### src/rtl/rename_if.sv
// rename_if: decode, issue and commit handshake bundle for rename_unit.
interface rename_if #(parameter int WIDTH = 2, parameter int PW = 6);
  logic in_valid, in_ready;
  logic [WIDTH-1:0] in_inst_valid;
  logic [WIDTH*5-1:0] in_src1, in_src2, in_dst;
  logic out_valid, out_ready;
  logic [WIDTH-1:0] out_inst_valid;
  logic [WIDTH*PW-1:0] out_psrc1, out_psrc2, out_pdst, out_pdst_old;
  logic [WIDTH-1:0] commit_valid;
  logic [WIDTH*5-1:0] commit_dst;
  logic [WIDTH*PW-1:0] commit_pdst, commit_pdst_old;
  logic flush;
  modport master (
    output in_valid, in_inst_valid, in_src1, in_src2, in_dst, out_ready,
           commit_valid, commit_dst, commit_pdst, commit_pdst_old, flush,
    input  in_ready, out_valid, out_inst_valid, out_psrc1, out_psrc2, out_pdst, out_pdst_old
  );
  modport slave (
    input  in_valid, in_inst_valid, in_src1, in_src2, in_dst, out_ready,
           commit_valid, commit_dst, commit_pdst, commit_pdst_old, flush,
    output in_ready, out_valid, out_inst_valid, out_psrc1, out_psrc2, out_pdst, out_pdst_old
  );
endinterface

### src/rtl/rename_unit.sv
// rename_unit: register renaming with speculative/committed RATs and a circular free list.
// Defining RENAME_STALL_CNT_EN adds a saturating 32-bit stall_cnt output.
module rename_unit #(
  parameter int WIDTH = 2,
  parameter int AREG_NUM = 32,
  parameter int PREG_NUM = 64,
  localparam int PW = $clog2(PREG_NUM)
) (
  input logic clk,
  input logic reset,
  rename_if.slave bus
`ifdef RENAME_STALL_CNT_EN
  , output logic [31:0] stall_cnt
`endif
);
  logic [PW-1:0] r_spec_rat [AREG_NUM];
  logic [PW-1:0] r_cmt_rat [AREG_NUM];
  logic [PW-1:0] w_cmt_nxt [AREG_NUM];
  logic [PW-1:0] r_fl [PREG_NUM];
  logic [PW:0] r_head, r_tail, r_chead, w_free, w_need, w_ncmt;
  logic [PW-1:0] w_psrc1 [WIDTH];
  logic [PW-1:0] w_psrc2 [WIDTH];
  logic [PW-1:0] w_pdst [WIDTH];
  logic [PW-1:0] w_pold [WIDTH];
  logic [PW-1:0] w_fl_idx [WIDTH];
  logic [WIDTH-1:0] w_alloc, w_cmt;
  logic w_out_free, w_acc;
  logic r_out_valid;
  logic [WIDTH-1:0] r_out_iv;
  logic [WIDTH*PW-1:0] r_psrc1, r_psrc2, r_pdst, r_pold;

  assign w_free = r_tail - r_head;
  assign w_out_free = !r_out_valid || bus.out_ready;
  assign bus.in_ready = !bus.flush && w_out_free && w_free >= w_need;
  assign w_acc = bus.in_valid && bus.in_ready;
  assign bus.out_valid = r_out_valid;
  assign bus.out_inst_valid = r_out_iv;
  assign bus.out_psrc1 = r_psrc1;
  assign bus.out_psrc2 = r_psrc2;
  assign bus.out_pdst = r_pdst;
  assign bus.out_pdst_old = r_pold;

  // Older slots in the group override the RAT for younger readers.
  always_comb begin
    w_need = '0;
    for (int i = 0; i < WIDTH; i++) begin
      w_alloc[i] = bus.in_inst_valid[i] && bus.in_dst[i*5 +: 5] != 5'd0;
      w_pdst[i] = w_alloc[i] ? r_fl[r_head[PW-1:0] + w_need[PW-1:0]] : '0;
      w_psrc1[i] = r_spec_rat[bus.in_src1[i*5 +: 5]];
      w_psrc2[i] = r_spec_rat[bus.in_src2[i*5 +: 5]];
      w_pold[i] = r_spec_rat[bus.in_dst[i*5 +: 5]];
      for (int j = 0; j < i; j++) begin
        if (w_alloc[j] && bus.in_dst[j*5 +: 5] == bus.in_src1[i*5 +: 5]) w_psrc1[i] = w_pdst[j];
        if (w_alloc[j] && bus.in_dst[j*5 +: 5] == bus.in_src2[i*5 +: 5]) w_psrc2[i] = w_pdst[j];
        if (w_alloc[j] && bus.in_dst[j*5 +: 5] == bus.in_dst[i*5 +: 5]) w_pold[i] = w_pdst[j];
      end
      w_psrc1[i] = bus.in_inst_valid[i] && bus.in_src1[i*5 +: 5] != 5'd0 ? w_psrc1[i] : '0;
      w_psrc2[i] = bus.in_inst_valid[i] && bus.in_src2[i*5 +: 5] != 5'd0 ? w_psrc2[i] : '0;
      w_pold[i] = w_alloc[i] ? w_pold[i] : '0;
      w_need = w_need + (PW+1)'(w_alloc[i]);
    end
  end

  always_comb begin
    w_cmt_nxt = r_cmt_rat;
    w_ncmt = '0;
    for (int i = 0; i < WIDTH; i++) begin
      w_cmt[i] = bus.commit_valid[i] && bus.commit_dst[i*5 +: 5] != 5'd0;
      w_fl_idx[i] = r_tail[PW-1:0] + w_ncmt[PW-1:0];
      if (w_cmt[i]) w_cmt_nxt[bus.commit_dst[i*5 +: 5]] = bus.commit_pdst[i*PW +: PW];
      w_ncmt = w_ncmt + (PW+1)'(w_cmt[i]);
    end
  end

  always_ff @(posedge clk or posedge reset) begin
    if (reset) begin
      for (int k = 0; k < AREG_NUM; k++) begin
        r_spec_rat[k] <= PW'(k);
        r_cmt_rat[k] <= PW'(k);
      end
      for (int k = 0; k < PREG_NUM; k++) r_fl[k] <= PW'(AREG_NUM + k);
      r_head <= '0;
      r_chead <= '0;
      r_tail <= (PW+1)'(PREG_NUM - AREG_NUM);
    end else begin
      r_cmt_rat <= w_cmt_nxt;
      for (int i = 0; i < WIDTH; i++)
        if (w_cmt[i]) r_fl[w_fl_idx[i]] <= bus.commit_pdst_old[i*PW +: PW];
      r_tail <= r_tail + w_ncmt;
      r_chead <= r_chead + w_ncmt;
      if (bus.flush) begin
        r_spec_rat <= w_cmt_nxt;
        r_head <= r_chead + w_ncmt;
      end else if (w_acc) begin
        for (int i = 0; i < WIDTH; i++)
          if (w_alloc[i]) r_spec_rat[bus.in_dst[i*5 +: 5]] <= w_pdst[i];
        r_head <= r_head + w_need;
      end
    end
  end

  always_ff @(posedge clk or posedge reset) begin
    if (reset) begin
      r_out_valid <= 1'b0;
      r_out_iv <= '0;
      r_psrc1 <= '0;
      r_psrc2 <= '0;
      r_pdst <= '0;
      r_pold <= '0;
    end else if (bus.flush) begin
      r_out_valid <= 1'b0;
    end else if (w_acc) begin
      r_out_valid <= 1'b1;
      r_out_iv <= bus.in_inst_valid;
      for (int i = 0; i < WIDTH; i++) begin
        r_psrc1[i*PW +: PW] <= w_psrc1[i];
        r_psrc2[i*PW +: PW] <= w_psrc2[i];
        r_pdst[i*PW +: PW] <= w_pdst[i];
        r_pold[i*PW +: PW] <= w_pold[i];
      end
    end else if (bus.out_ready) begin
      r_out_valid <= 1'b0;
    end
  end

`ifdef RENAME_STALL_CNT_EN
  always_ff @(posedge clk or posedge reset) begin
    if (reset) stall_cnt <= '0;
    else if (bus.in_valid && !bus.flush && w_out_free && w_free < w_need && stall_cnt != '1)
      stall_cnt <= stall_cnt + 32'd1;
  end
`endif

  assert property (@(posedge clk) disable iff (reset) w_free <= (PW+1)'(PREG_NUM - AREG_NUM + 1));
endmodule

### src/flat_wrapper.sv
// flat-port wrapper written by rule: the top's interface ports become plain ports
module rename_unit_flat 
#(
  parameter int WIDTH = 2,
  parameter int AREG_NUM = 32,
  parameter int PREG_NUM = 64,
  localparam int PW = $clog2(PREG_NUM)
)
  (clk, reset, bus_in_valid, bus_in_inst_valid, bus_in_src1, bus_in_src2, bus_in_dst, bus_out_ready, bus_commit_valid, bus_commit_dst, bus_commit_pdst, bus_commit_pdst_old, bus_flush, bus_in_ready, bus_out_valid, bus_out_inst_valid, bus_out_psrc1, bus_out_psrc2, bus_out_pdst, bus_out_pdst_old);
  rename_if #(.WIDTH(WIDTH), .PW(PW)) bus_i ();
  input logic clk;
  input logic reset;
  input wire logic [$bits(bus_i.in_valid)-1:0] bus_in_valid;
  input wire logic [$bits(bus_i.in_inst_valid)-1:0] bus_in_inst_valid;
  input wire logic [$bits(bus_i.in_src1)-1:0] bus_in_src1;
  input wire logic [$bits(bus_i.in_src2)-1:0] bus_in_src2;
  input wire logic [$bits(bus_i.in_dst)-1:0] bus_in_dst;
  input wire logic [$bits(bus_i.out_ready)-1:0] bus_out_ready;
  input wire logic [$bits(bus_i.commit_valid)-1:0] bus_commit_valid;
  input wire logic [$bits(bus_i.commit_dst)-1:0] bus_commit_dst;
  input wire logic [$bits(bus_i.commit_pdst)-1:0] bus_commit_pdst;
  input wire logic [$bits(bus_i.commit_pdst_old)-1:0] bus_commit_pdst_old;
  input wire logic [$bits(bus_i.flush)-1:0] bus_flush;
  output wire logic [$bits(bus_i.in_ready)-1:0] bus_in_ready;
  output wire logic [$bits(bus_i.out_valid)-1:0] bus_out_valid;
  output wire logic [$bits(bus_i.out_inst_valid)-1:0] bus_out_inst_valid;
  output wire logic [$bits(bus_i.out_psrc1)-1:0] bus_out_psrc1;
  output wire logic [$bits(bus_i.out_psrc2)-1:0] bus_out_psrc2;
  output wire logic [$bits(bus_i.out_pdst)-1:0] bus_out_pdst;
  output wire logic [$bits(bus_i.out_pdst_old)-1:0] bus_out_pdst_old;
  assign bus_i.in_valid = bus_in_valid;
  assign bus_i.in_inst_valid = bus_in_inst_valid;
  assign bus_i.in_src1 = bus_in_src1;
  assign bus_i.in_src2 = bus_in_src2;
  assign bus_i.in_dst = bus_in_dst;
  assign bus_i.out_ready = bus_out_ready;
  assign bus_i.commit_valid = bus_commit_valid;
  assign bus_i.commit_dst = bus_commit_dst;
  assign bus_i.commit_pdst = bus_commit_pdst;
  assign bus_i.commit_pdst_old = bus_commit_pdst_old;
  assign bus_i.flush = bus_flush;
  assign bus_in_ready = bus_i.in_ready;
  assign bus_out_valid = bus_i.out_valid;
  assign bus_out_inst_valid = bus_i.out_inst_valid;
  assign bus_out_psrc1 = bus_i.out_psrc1;
  assign bus_out_psrc2 = bus_i.out_psrc2;
  assign bus_out_pdst = bus_i.out_pdst;
  assign bus_out_pdst_old = bus_i.out_pdst_old;
  rename_unit #(.WIDTH(WIDTH), .AREG_NUM(AREG_NUM), .PREG_NUM(PREG_NUM)) u_core (.clk(clk), .reset(reset), .bus(bus_i));
endmodule
### config.mk
export PLATFORM = sky130hd
export DESIGN_NAME = rename_unit_flat
export DESIGN_NICKNAME = d
export VERILOG_FILES = /design/src/rtl/rename_if.sv /design/src/rtl/rename_unit.sv /design/src/flat_wrapper.sv
export SDC_FILE = /design/constraint.sdc
export NUM_CORES = 2
export LEC_CHECK = 0
export BUFFER_PORTS_ARGS = -buffer_cell sky130_fd_sc_hd__buf_2
export CAP_MARGIN = 20
export CELL_PAD_IN_SITES_DETAIL_PLACEMENT = 0
export CELL_PAD_IN_SITES_GLOBAL_PLACEMENT = 1
export CORE_MARGIN = 1
export CORE_UTILIZATION = 51
export CTS_CLUSTER_DIAMETER = 100
export DETAILED_ROUTE_END_ITERATION = 10
export PLACE_DENSITY_LB_ADDON = 0.05
export SYNTH_ARGS = -nofsm -noshare
export SYNTH_HDL_FRONTEND = slang
export SYNTH_SLANG_ARGS = --single-unit
### constraint.sdc
create_clock -name clk -period 35.5 [get_ports clk]
set_input_delay 7.1 -clock clk [delete_from_list [all_inputs] [get_ports clk]]
set_output_delay 7.1 -clock clk [all_outputs]
set_load 0.02 [all_outputs]
# == Word-level counts from Yosys, hierarchy flattened ==
# Cells that the tools add are included.
# op_classes
n_mux,68
n_addsub,8
eq_ne,3
order_cmp,19
n_reduce_logical,34
bitwise_logic,13
# op_table
op,count
$mux 192,8
$bwmux 192,4
$bwmux 384,2
$mux 384,2
$mux 6,33
$bmux 6 s5,6
$demux 6 s5,4
$bmux 6 s6,2
$demux 6 s6,2
$ge 6x6->1 const B,8
$not 5->6,8
$reduce_bool 5->1,8
$ge 7x7->1 const B,4
$not 6->7,4
$lt 6x1->1 const B,4
$add 7x7->7,3
$logic_and 1x1->1,20
$eq 5x5->1,3
$lt 7x1->1 const B,2
$mux 7,2
$add 6x1->6,2
$ge 7x2->1,1
$sub 7x7->7,1
$add 1x1->2,2
other kinds (7),10
# totals
input_bits,73
regBits,840
out_inout_bits,52
wordCells,282

# == Depth between registers and ports, before layout ==
# depth
word_depth,13
mapped_depth,17
ltp_nobuf,12

# == Least setup slack after synthesis ==
# Ideal clock, no wire load.
# synth_timing
kind,in2out
from,input port bus_in_dst[5]
to,output port bus_in_ready
path_buffers,2
t_required_ps,28400
setup_slack_ps,18906
t_arrival_ps,9494
path_stages,10
path_cell_list,clkbuf_1 -> buf_2 -> nor2_1 -> a21boi_0 -> ha_1 -> ha_1 -> o21ai_0 -> nand4_1 -> or2_2 -> and3_1
# synth_between
elab_chain_len,5
# synth_rtl
item,line_no,source
from (decl),flat_wrapper.sv:17,input wire logic [$bits(bus_i.in_dst)-1:0] bus_in_dst;
$reduce_bool 5->1,rename_unit.sv:47,w_alloc[i] = bus.in_inst_valid[i] && bus.in_dst[i*5 +: 5] != 5'd0;
$logic_and 1x1->1,rename_unit.sv:47,
$add 1x1->2,rename_unit.sv:60,w_need = w_need + (PW+1)'(w_alloc[i]);
$ge 7x2->1,rename_unit.sv:34,assign bus.in_ready = !bus.flush && w_out_free && w_free >= w_need;
$logic_and 1x1->1,rename_unit.sv:34,
to (decl),flat_wrapper.sv:24,output wire logic [$bits(bus_i.in_ready)-1:0] bus_in_ready;
# No other way between the ends.

# == Worst setup path in the final report ==
# layout_timing
from,input port bus_in_dst[6]
to,output port bus_in_ready
# The elaborated chain is that of the path after synthesis.

==> metrics.md <==
| Metric | Value |
|---|---|
| Status | `finished, violations left` |
| Failing checks | `DRC` |
| Vias/cell | `between 7 and 8` |
| Drc violations | `1` |
| Compound-gate portion of the synthesized area | `around 15%` |
| Max Clock Skew | `0.0244 ns` |
| Die Y-Extent | `344 um` |
| CP arrival | `10.98 ns` |
| Post-CTS setup buffer count | `0` |
| Final instance area | `about 64000 um^2` |
| Clock tree buffer depth | `3` |
| Setup slack, reg-to-reg | `a little under 30 ns` |
| Initial antenna violation count | `20` |
| CTS resizes | `0` |
| WL/cell | `about 36 um` |
| Clk Latency, worst-skew pair | `roughly 0.73 ns` |
| Port Buffers | `roughly 120` |
| Crit end category | `output pin` |
| Crit path required time | `28.40 ns` |
| Post-synth EDFFs | `0` |
| Hold-fix buffers at CTS | `0` |
| Unrepaired setup endpoints after global routing | `false` |
| Routability Congestion | `around 1.1` |
| Fin crit share | `approximately 51%` |
| Cells after Synth | `approximately 6000` |
| Placeable Area | `116000 um^2` |
| Vias | `approximately 53000` |
| Final setup violation count | `0` |
| Row cnt | `125` |
| I/O Pins | `125` |
| Netlist Area Pre-Place | `a little under 60000 um^2` |
| Most frequent cells in the layout | `mux2i_1, nand2_1, nor2_1` |
| Total global routing overflow | `0` |
| Clock Sinks | `between 800 and 900` |
| Hold path start | `u_core.r_cmt_rat[190]` |
| Worst r2r path cells | `12` |
| Slew @ Worst Pin | `around 1.3 ns` |
| Reg2reg end | `u_core.r_spec_rat[119]` |
| ANT nets after route | `0` |
| Main synth FF type | `dfrtp_1` |
| CTS tree | `yes` |
| Hold Path Depth | `0` |
| CP max FO | `54` |
| Share of cells above drive strength 1 | `22.4%` |
| Syn avg cell area | `9.89 um^2` |
| Post-DP Area | `around 60000 um^2` |
| Post-synthesis sequential area ratio | `between 30% and 40%` |
| Syn nets | `slightly above 6000` |
| Synth Area in Simple Gates | `roughly 13%` |
| Period minus WS final | `approximately 18 ns` |
| Critical path startpoint category | `input pin` |
| Final HPWL DP | `176 mm` |
| P&R area growth vs syn | `8.12%` |
| Post-synthesis adder-cell area fraction | `less than 1%` |
| Routed wire length | `~270 mm` |
| Largest family of logic cells by synthesized area | `multiplexers` |
| Multiplexer area fraction after synthesis | `a little under a third` |
| Max Clk Rate | `between 50 and 60 MHz` |
| Pin count of the biggest net entering global routing | `~150` |
| PwrDens | `between 80 and 90 nW/um^2` |
| R2R Path Start | `u_core.r_head[1]` |
| Slew HR | `between 10% and 20%` |
| Area of the die | `118000 um^2` |
| Setup tns final | `0 ns` |
| Hold/Removal Path Class | `register to register` |
| Synth warn | `0` |
| Vias in the first global route | `approximately 50000` |
| Final Hold Vio Count | `0` |
| Most common cell after layout, fill and taps aside | `mux2i_1` |
| Synth Register Bits | `840` |
| Die Span X | `around 340 um` |
| Setup CP Type | `input pin to output pin` |
| H-tree Lvls | `3` |
| Post-synth ARST share | `100%` |
| First-pass GRT wire length | `between 300 and 400 mm` |
| Iter 0 DRT Violations | `7108` |
| Pins Over Slew Limit | `0` |
| Max-cap viol count | `0` |
| Worst VDD drop | `roughly 0.16 mV` |
| Worst Hold Endpoint | `u_core.r_cmt_rat[190]` |
| CTS Root Cell | `clkbuf_16` |
| Synth unique cells | `86` |
| Final Net Count | `5886` |
| Initial Utilization | `around half` |
| Clk slew on worst S/H paths | `about 0.060 ns` |
| P_leak | `25.3 nW` |
| DR pass1 iterations | `11` |
| TritonCTS Buffers | `99` |
| Total track usage | `between 40% and 50%` |
| Total power | `around 0.0056 W` |
| Synth Area in XOR/XNOR | `less than 1%` |
power by group:
part           switching, W  internal, W
Combinational       0.00167     0.000967
Sequential         0.000439      0.00139
Clock              0.000458     0.000675
Total               0.00257      0.00303
worst max-delay path: stages:
cell and delay, ns:
buf_2 0.09, buf_4 0.64, nor2_1 0.24, a21boi_0 0.90
ha_1 0.41, ha_1 0.28, o21ai_0 0.17, nand4_1 0.23
or2_2 0.40, and3_1 0.28, buf_2 0.21
synth_stat cells (all sizes together) (48+ instances only):
cell type / instances / area share (%)
nand3: 62 / 0.53
clkbuf: 393 / 2.5
o22ai: 71 / 0.75
a211oi: 54 / 0.70
mux4: 462 / 17
mux2i: 765 / 13
buf: 187 / 1.6
o221ai: 79 / 1.2
nand2: 736 / 4.6
dfrtp: 487 / 20
o211ai: 69 / 0.89
nor2: 738 / 4.7
dfstp: 353 / 16
nor2b: 48 / 0.50
o21ai: 505 / 4.3
a21oi: 382 / 3.2
nor3: 58 / 0.50
final cells by class:
| class | count | area [um^2] |
|---|---|---|
| clock buffer | 144 | 2920 |
| sequential | 840 | 21500 |
| inverter | 33 | 133 |
| clock inverter | 43 | 639 |
| tap | 1524 | 1910 |
| antenna | 13 | 32.5 |
| timing repair buffer | 245 | 1570 |
| multi-input combinational | 4570 | 35700 |
| fill | 10500 | 51600 |
cell families after synthesis:
group                      Yosys count
and+or+nand+nor                   1817
AOI/OAI and AO/OA                 1431
muxes                             1259
DFF                                840
buffers and inverters              613
xor gates and xnor gates            39
adders and majority gates           24
sequential cells by signal, indices dropped and copies added, names as in the netlist:
| name | count |
|---|---|
| u_core.r_tail | 7 |
| u_core.r_cmt_rat | 192 |
| u_core.r_head | 7 |
| u_core.r_chead | 7 |
| u_core.bus.out_psrc2 | 12 |
| u_core.r_spec_rat | 192 |
| u_core.bus.out_valid | 1 |
| u_core.bus.out_pdst_old | 12 |
| u_core.bus.out_psrc1 | 12 |
| u_core.bus.out_pdst | 12 |
| u_core.r_fl | 384 |
| u_core.bus.out_inst_valid | 2 |
metal layers:
metal  vias to the layer above  share of wire (%)  GRT usage [%]
li1                      21900                  -              -
met3                      1140                 11           13.1
met2                      3610                 44           68.5
met5                         -              0.056              0
met4                        22                 10           37.4
met1                     26300                 35           53.9
stage by stage:
step | util [%] | setup slack, ns | cells | hold slack, ns
after floorplan | - | 5.38 | 6023 | 0.424
after global placement | 52.4 | 17.51 | 7207 | 0.361
after detailed placement | 52.4 | 17.61 | 7209 | 0.362
after CTS | 55.5 | 17.59 | 7396 | 0.376
after global routing | 55.5 | 17.39 | 7399 | 0.385
final | 55.5 | 17.42 | 7412 | 0.372
worst max path at each step:
stage / start / slack [ns] / endpoint / cells past startpoint
CTS: bus_in_dst[6] / 17.59 / bus_in_ready / 11
global route: bus_in_dst[6] / 17.39 / bus_in_ready / 11
floorplan: reset / 5.38 / u_core.bus.out_inst_valid[0] / 1
finish: bus_in_dst[6] / 17.42 / bus_in_ready / 11
detailed placement: bus_in_dst[6] / 17.61 / bus_in_ready / 11
global placement: bus_in_dst[6] / 17.51 / bus_in_ready / 11
Power figures use the tool's default switching activity.
